### src/rtl/iir_mac_scheduler.sv
// Purpose: NUM_CH independent biquad (2nd-order IIR) filters time-sharing one multiplier.
// Latency: done[c] 7 edges after req[c] is sampled when idle; each job occupies an 8-cycle slot.
// Backpressure: requests merge into a per-channel pending bit (overrun flags a merge); cfg_ready
//               drops only for writes aimed at the channel currently being computed.
// Ports: clk/reset (async active-high); req/in per-channel sample requests and packed samples;
//        cfg_we/cfg_ch/cfg_idx/cfg_data/cfg_ready coefficient write port; ovr_clr clears overrun;
//        out packed filter outputs; done per-channel update pulse; overrun sticky flags; busy.
module iir_mac_scheduler #(
    parameter int NUM_CH      = 4,
    parameter int COEFF_WIDTH = 18,
    parameter int COEFF_SCALE = 14,
    parameter int DATA_WIDTH  = 16,
    localparam int CHW        = (NUM_CH > 1) ? $clog2(NUM_CH) : 1
) (
    input  logic                           clk,
    input  logic                           reset,
    input  logic [NUM_CH-1:0]              req,
    input  logic [NUM_CH*DATA_WIDTH-1:0]   in,
    input  logic                           cfg_we,
    input  logic [CHW-1:0]                 cfg_ch,
    input  logic [2:0]                     cfg_idx,
    input  logic [COEFF_WIDTH-1:0]         cfg_data,
    output logic                           cfg_ready,
    input  logic                           ovr_clr,
    output logic [NUM_CH*DATA_WIDTH-1:0]   out,
    output logic [NUM_CH-1:0]              done,
    output logic [NUM_CH-1:0]              overrun,
    output logic                           busy
);
    localparam int DW = DATA_WIDTH;
    localparam int CW = COEFF_WIDTH;
    localparam int PW = DW + CW;
    localparam int AW = DW + CW + 3;

    localparam logic [1:0] S_IDLE  = 2'd0;
    localparam logic [1:0] S_MAC   = 2'd1;
    localparam logic [1:0] S_WRITE = 2'd2;

    localparam logic signed [CW-1:0] COEF_ONE = {{(CW-1){1'b0}}, 1'b1} << COEFF_SCALE;
    localparam logic signed [AW-1:0] SAT_MAX  = {{(AW-DW+1){1'b0}}, {(DW-1){1'b1}}};
    localparam logic signed [AW-1:0] SAT_MIN  = {{(AW-DW+1){1'b1}}, {(DW-1){1'b0}}};

    logic [1:0]                  state_q, state_d;
    logic [2:0]                  tap_q, tap_d;
    logic [CHW-1:0]              cur_q, cur_d;
    logic [CHW-1:0]              ptr_q, ptr_d;
    logic signed [DW-1:0]        x_q, x_d;
    logic signed [AW-1:0]        acc_q, acc_d;
    logic [NUM_CH-1:0]           pending_q, pending_d;
    logic [NUM_CH-1:0]           overrun_q, overrun_d;
    logic [NUM_CH-1:0]           done_q, done_d;
    logic signed [DW-1:0]        x1_q [NUM_CH], x1_d [NUM_CH];
    logic signed [DW-1:0]        x2_q [NUM_CH], x2_d [NUM_CH];
    logic signed [DW-1:0]        y1_q [NUM_CH], y1_d [NUM_CH];
    logic signed [DW-1:0]        y2_q [NUM_CH], y2_d [NUM_CH];
    logic signed [DW-1:0]        out_q [NUM_CH], out_d [NUM_CH];
    // Coefficient order per channel: B1, B2, B3, A2, A3.
    logic signed [CW-1:0]        coef_q [NUM_CH][5], coef_d [NUM_CH][5];

    logic                        gnt_vld, can_grant, tap_neg;
    logic [CHW-1:0]              gnt_ch, idx;
    logic [NUM_CH-1:0]           clr_mask;
    logic signed [DW-1:0]        samp, res;
    logic signed [CW-1:0]        coef;
    logic signed [PW-1:0]        prod;
    logic signed [AW-1:0]        prod_ext, shifted;

    assign busy      = (state_q != S_IDLE);
    assign cfg_ready = !(busy && (cfg_ch == cur_q));
    assign done      = done_q;
    assign overrun   = overrun_q;

    for (genvar g = 0; g < NUM_CH; g++) begin : g_out
        assign out[g*DW +: DW] = out_q[g];
    end

    always_comb begin
        state_d   = state_q;
        tap_d     = tap_q;
        cur_d     = cur_q;
        ptr_d     = ptr_q;
        x_d       = x_q;
        acc_d     = acc_q;
        done_d    = '0;
        x1_d      = x1_q;
        x2_d      = x2_q;
        y1_d      = y1_q;
        y2_d      = y2_q;
        out_d     = out_q;
        coef_d    = coef_q;
        clr_mask  = '0;

        // Round-robin search starting at ptr_q (channel after the last grant).
        gnt_vld = 1'b0;
        gnt_ch  = '0;
        idx     = '0;
        for (int i = 0; i < NUM_CH; i++) begin
            idx = CHW'((int'(ptr_q) + i) % NUM_CH);
            if (!gnt_vld && pending_q[idx]) begin
                gnt_vld = 1'b1;
                gnt_ch  = idx;
            end
        end
        // The cycle carrying a done pulse is a mandatory idle gap, which gives
        // every job a fixed 8-cycle slot when requests are back to back.
        can_grant = (state_q == S_IDLE) && gnt_vld && (done_q == '0);

        // Shared multiplier operand select, one tap per MAC cycle.
        samp    = '0;
        coef    = '0;
        tap_neg = 1'b0;
        case (tap_q)
            3'd0: begin samp = x_q;         coef = coef_q[cur_q][0]; end
            3'd1: begin samp = x1_q[cur_q]; coef = coef_q[cur_q][1]; end
            3'd2: begin samp = x2_q[cur_q]; coef = coef_q[cur_q][2]; end
            3'd3: begin samp = y1_q[cur_q]; coef = coef_q[cur_q][3]; tap_neg = 1'b1; end
            3'd4: begin samp = y2_q[cur_q]; coef = coef_q[cur_q][4]; tap_neg = 1'b1; end
            default: ;
        endcase
        prod     = samp * coef;
        prod_ext = {{(AW-PW){prod[PW-1]}}, prod};

        // Floor scaling then saturation to the sample range.
        shifted = acc_q >>> COEFF_SCALE;
        if (shifted > SAT_MAX)      res = SAT_MAX[DW-1:0];
        else if (shifted < SAT_MIN) res = SAT_MIN[DW-1:0];
        else                        res = shifted[DW-1:0];

        case (state_q)
            S_IDLE: begin
                if (can_grant) begin
                    cur_d            = gnt_ch;
                    ptr_d            = CHW'((int'(gnt_ch) + 1) % NUM_CH);
                    x_d              = in[gnt_ch*DW +: DW];
                    acc_d            = '0;
                    tap_d            = '0;
                    clr_mask[gnt_ch] = 1'b1;
                    state_d          = S_MAC;
                end
            end
            S_MAC: begin
                acc_d = tap_neg ? (acc_q - prod_ext) : (acc_q + prod_ext);
                tap_d = tap_q + 3'd1;
                if (tap_q == 3'd4) state_d = S_WRITE;
            end
            S_WRITE: begin
                out_d[cur_q]  = res;
                y2_d[cur_q]   = y1_q[cur_q];
                y1_d[cur_q]   = res;
                x2_d[cur_q]   = x1_q[cur_q];
                x1_d[cur_q]   = x_q;
                done_d[cur_q] = 1'b1;
                state_d       = S_IDLE;
            end
            default: state_d = S_IDLE;
        endcase

        // A request on the grant edge re-arms pending without counting as overrun.
        pending_d = (pending_q & ~clr_mask) | req;
        overrun_d = (ovr_clr ? '0 : overrun_q) | (req & pending_q & ~clr_mask);

        if (cfg_we && cfg_ready && (cfg_idx < 3'd5))
            coef_d[cfg_ch][cfg_idx] = cfg_data;
    end

    always_ff @(posedge clk or posedge reset) begin
        if (reset) begin
            state_q   <= S_IDLE;
            tap_q     <= '0;
            cur_q     <= '0;
            ptr_q     <= '0;
            x_q       <= '0;
            acc_q     <= '0;
            pending_q <= '0;
            overrun_q <= '0;
            done_q    <= '0;
            x1_q      <= '{default: '0};
            x2_q      <= '{default: '0};
            y1_q      <= '{default: '0};
            y2_q      <= '{default: '0};
            out_q     <= '{default: '0};
            for (int c = 0; c < NUM_CH; c++) begin
                coef_q[c][0] <= COEF_ONE;
                for (int k = 1; k < 5; k++) coef_q[c][k] <= '0;
            end
        end else begin
            state_q   <= state_d;
            tap_q     <= tap_d;
            cur_q     <= cur_d;
            ptr_q     <= ptr_d;
            x_q       <= x_d;
            acc_q     <= acc_d;
            pending_q <= pending_d;
            overrun_q <= overrun_d;
            done_q    <= done_d;
            x1_q      <= x1_d;
            x2_q      <= x2_d;
            y1_q      <= y1_d;
            y2_q      <= y2_d;
            out_q     <= out_d;
            coef_q    <= coef_d;
        end
    end
endmodule

### config.mk
export PLATFORM = sky130hd
export DESIGN_NAME = iir_mac_scheduler
export DESIGN_NICKNAME = d
export VERILOG_FILES = /design/src/rtl/iir_mac_scheduler.sv
export SDC_FILE = /design/constraint.sdc
export NUM_CORES = 2
export LEC_CHECK = 0
export ABC_CLOCK_PERIOD_IN_PS = 26100
export CAP_MARGIN = 15
export CORE_MARGIN = 3
export CORE_UTILIZATION = 55
export CTS_CLUSTER_SIZE = 12
export DETAILED_ROUTE_END_ITERATION = 12
export GPL_TIMING_DRIVEN = 0
export PLACE_DENSITY = 0.76
export SLEW_MARGIN = 20
export SYNTH_ARGS = -nofsm -noshare
export SYNTH_HDL_FRONTEND = slang
export SYNTH_SLANG_ARGS = --single-unit
### constraint.sdc
create_clock -name clk -period 26.1 [get_ports clk]
set_input_delay 6.525 -clock clk [delete_from_list [all_inputs] [get_ports clk]]
set_output_delay 6.525 -clock clk [all_outputs]
set_load 0.01 [all_outputs]
==> reports/metrics.cfg <==
[logic_synthesis]
ys.warnings.count = 0
seq_area_frac_synth = 0.385
synthTopCellsByArea = dfrtp_1 (38%), fa_1 (13%), mux2_2 (9.9%)
syn_area_um2 = 44900
synthCells = 4228
async_flop_share = 1.00
yosysTopAreaCell = dfrtp_1
synth.net_count = 4746
synth_most_common_cell = nand2_1
synth_top_area_share = 0.382
avgSynthCellArea_um2 = 10.6
ys_top_cells_by_count = nand2_1 (878), dfrtp_1 (686), mux2_2 (393), inv_1 (387), fa_1 (292)
ys_ff_latch = 690
synth_ff_type = dfrtp_1
yosysUniqueCellTypes = 88
synth-edff-count = 0

[sta]
max_freq_mhz = 67.8
fin_worst_skew_ns = 0.0210
tightest_slew_ns = 1.24
setup_viol_count_final = 0
fin_crit_ns = 14.74
slew_violations = 0
slew_headroom = 0.173
fin_crit_sh = 0.565
rsz0062_at_grt = no
hold_violations = 0
hold-worst-slack_ns = 0.472
final.setup.tns_ns = 0

[die]
die_h_um = 292
core_area_um2 = 80700
die_w_um = 292
io_pins = 169
dieArea_um2 = 85100
start_util = 0.556
rows = 104

[clocking]
numCtsBuffers = 72
cts_num_sinks = 690
holdBufCountCts = 0
cts_resized = 0
cts-root-buf = clkbuf_16
post-cts-setup-buffers = 0
cts_tree = done
htreeDepth = 3
clock_path_buffers = 3
clock_latency_ns = 0.63
cts.clk_slew.worst_paths_ns = 0.06

[outcome]
status = finished clean

[critical_path]
slowest_stage = a211oi_1
critPathArrivalTime_ns = 15.25
worstSetupEndpointType = register
r2r_setup_slack_ns = 11.36
r2r-start = tap_q[2]
timing.rr.end = acc_q[36]
cp_data_required_time_ns = 26.61
slowest_delay_ns = 0.95
startpoint = tap_q[2]
r2r_cells = 44
critPathCapture = acc_q[36]
crit_type = register to register
cp_max_fo = 10
startpoint_type = register

[route]
vias = 34800
viasPerCell = 6.25
dr.first_iter.drc_count = 3507
drcViolationCount = 0
wirelength_um = 139000
post_drt_wl_per_cell_um = 24.9
drtPass1Iterations = 5
ant_nets = 0

[placement]
hpwl_um = 100000
numPortBuffers = 147
gp_congestion = 0.933

[cells_and_area]
final_util = 0.623
finalNetCount = 4983
nFillCells = 6325
seqCellArea_um2 = 17300
syn2layout_area_growth_pct = 12.1
layout-drive-gt1-share = 0.171
multi_input_area_um2 = 25300

[run]
maxCapViolations = 0

[grt]
grt_use_total = 0.327
grt_max_degree = 107
overflow = 0
antenna_found_initial = 6
grt_pass1_wl_um = 213000
grt_pass1_vias = 36400

[hold_path]
hold_path_class = register to register

[critical path: cells and delay by family (launching register included)]
family	cells	cell delay, ns
AND/OR/NAND/NOR	10	2.50
XOR/XNOR	2	0.43
buffers and inverters	12	3.65
adder cells (fa/ha/maj)	9	3.80
flip-flops	1	0.69
AO/OA/AOI/OAI	11	3.57
[flip-flops by register name, summed over array words and instances, names as in the netlist, 3 cells and up]
name,cells
y2_q,64
coef_q,360
overrun,4
x2_q,64
out,64
pending_q,4
x1_q,64
done,4
x_q,16
tap_q,3
acc_q,37
[area by class of cell]
class / count / area share
inverter: 392 / 0.0294
multi-input combinational: 2903 / 0.503
clock buffer: 101 / 0.0398
tap: 1060 / 0.0264
timing repair buffer: 163 / 0.0345
buffer: 243 / 0.0193
antenna: 2 / 0.0000995
clock inverter: 15 / 0.00418
sequential: 690 / 0.343
[metal layers]
layer,global-route usage,share of wire,vias up
li1,-,-,14600
met1,0.414,0.37,17500
met2,0.521,0.46,2097
met3,0.0856,0.11,488
met4,0.174,0.058,6
met5,0,0.00026,-
[kinds of logic (layout without fill, tap and decap cells)]
kind of cell	count (synthesis)	after routing	share of synthesized area
mux	551	551	0.177
fa+ha+maj	423	423	0.167
xor+xnor	91	91	0.0178
compound gates	476	476	0.0716
other cells	0	2	0
buf+inv	635	914	0.0542
simple gates	1362	1362	0.128
flops	690	690	0.385
[worst min-delay path by stage]
stage,startpoint,to,slack [ns],depth (start not counted)
final,y2_q[63],y2_q[63],0.47,2
after global routing,x1_q[59],x1_q[59],0.49,2
after CTS,y2_q[42],y2_q[42],0.47,2
after detailed placement,y2_q[42],y2_q[42],0.46,2
after global placement,y2_q[42],y2_q[42],0.45,2
after floorplan,x2_q[16],x2_q[16],0.44,2
[layout by cell type, fill, tap and decap left out, drive strengths merged, types with 15 or more instances in the layout]
cell | Yosys | layout
nand2 | 878 | 878
dfrtp | 686 | 686
inv | 390 | 394
mux2 | 393 | 393
clkbuf | 201 | 304
fa | 292 | 292
nor2 | 223 | 223
o21ai | 184 | 184
mux4 | 154 | 154
clkdlybuf4s50 | 0 | 147
ha | 131 | 131
nand3 | 71 | 71
a21oi | 61 | 61
xnor2 | 59 | 59
buf | 42 | 56
a22oi | 45 | 45
xor2 | 32 | 32
nor3 | 27 | 27
a21o | 25 | 25
nand2b | 22 | 22
nor2b | 19 | 19
and2 | 18 | 18
or2 | 17 | 17
and3 | 15 | 15
[per-stage QoR]
stage          cells  instance area, um2  setup slack (ns)
2_1_floorplan   4228               44900             0.235
3_3_place_gp    5435               47700             -7.72
3_5_place_dp    5451               48100             11.68
4_1_cts         5567               50300             11.68
5_1_grt         5567               50300             11.06
6_report        5569               50300             11.36
Power is left out: the tool's default activity adds up to more than one toggle a clock period on the data nets, which glitch-free logic cannot reach.
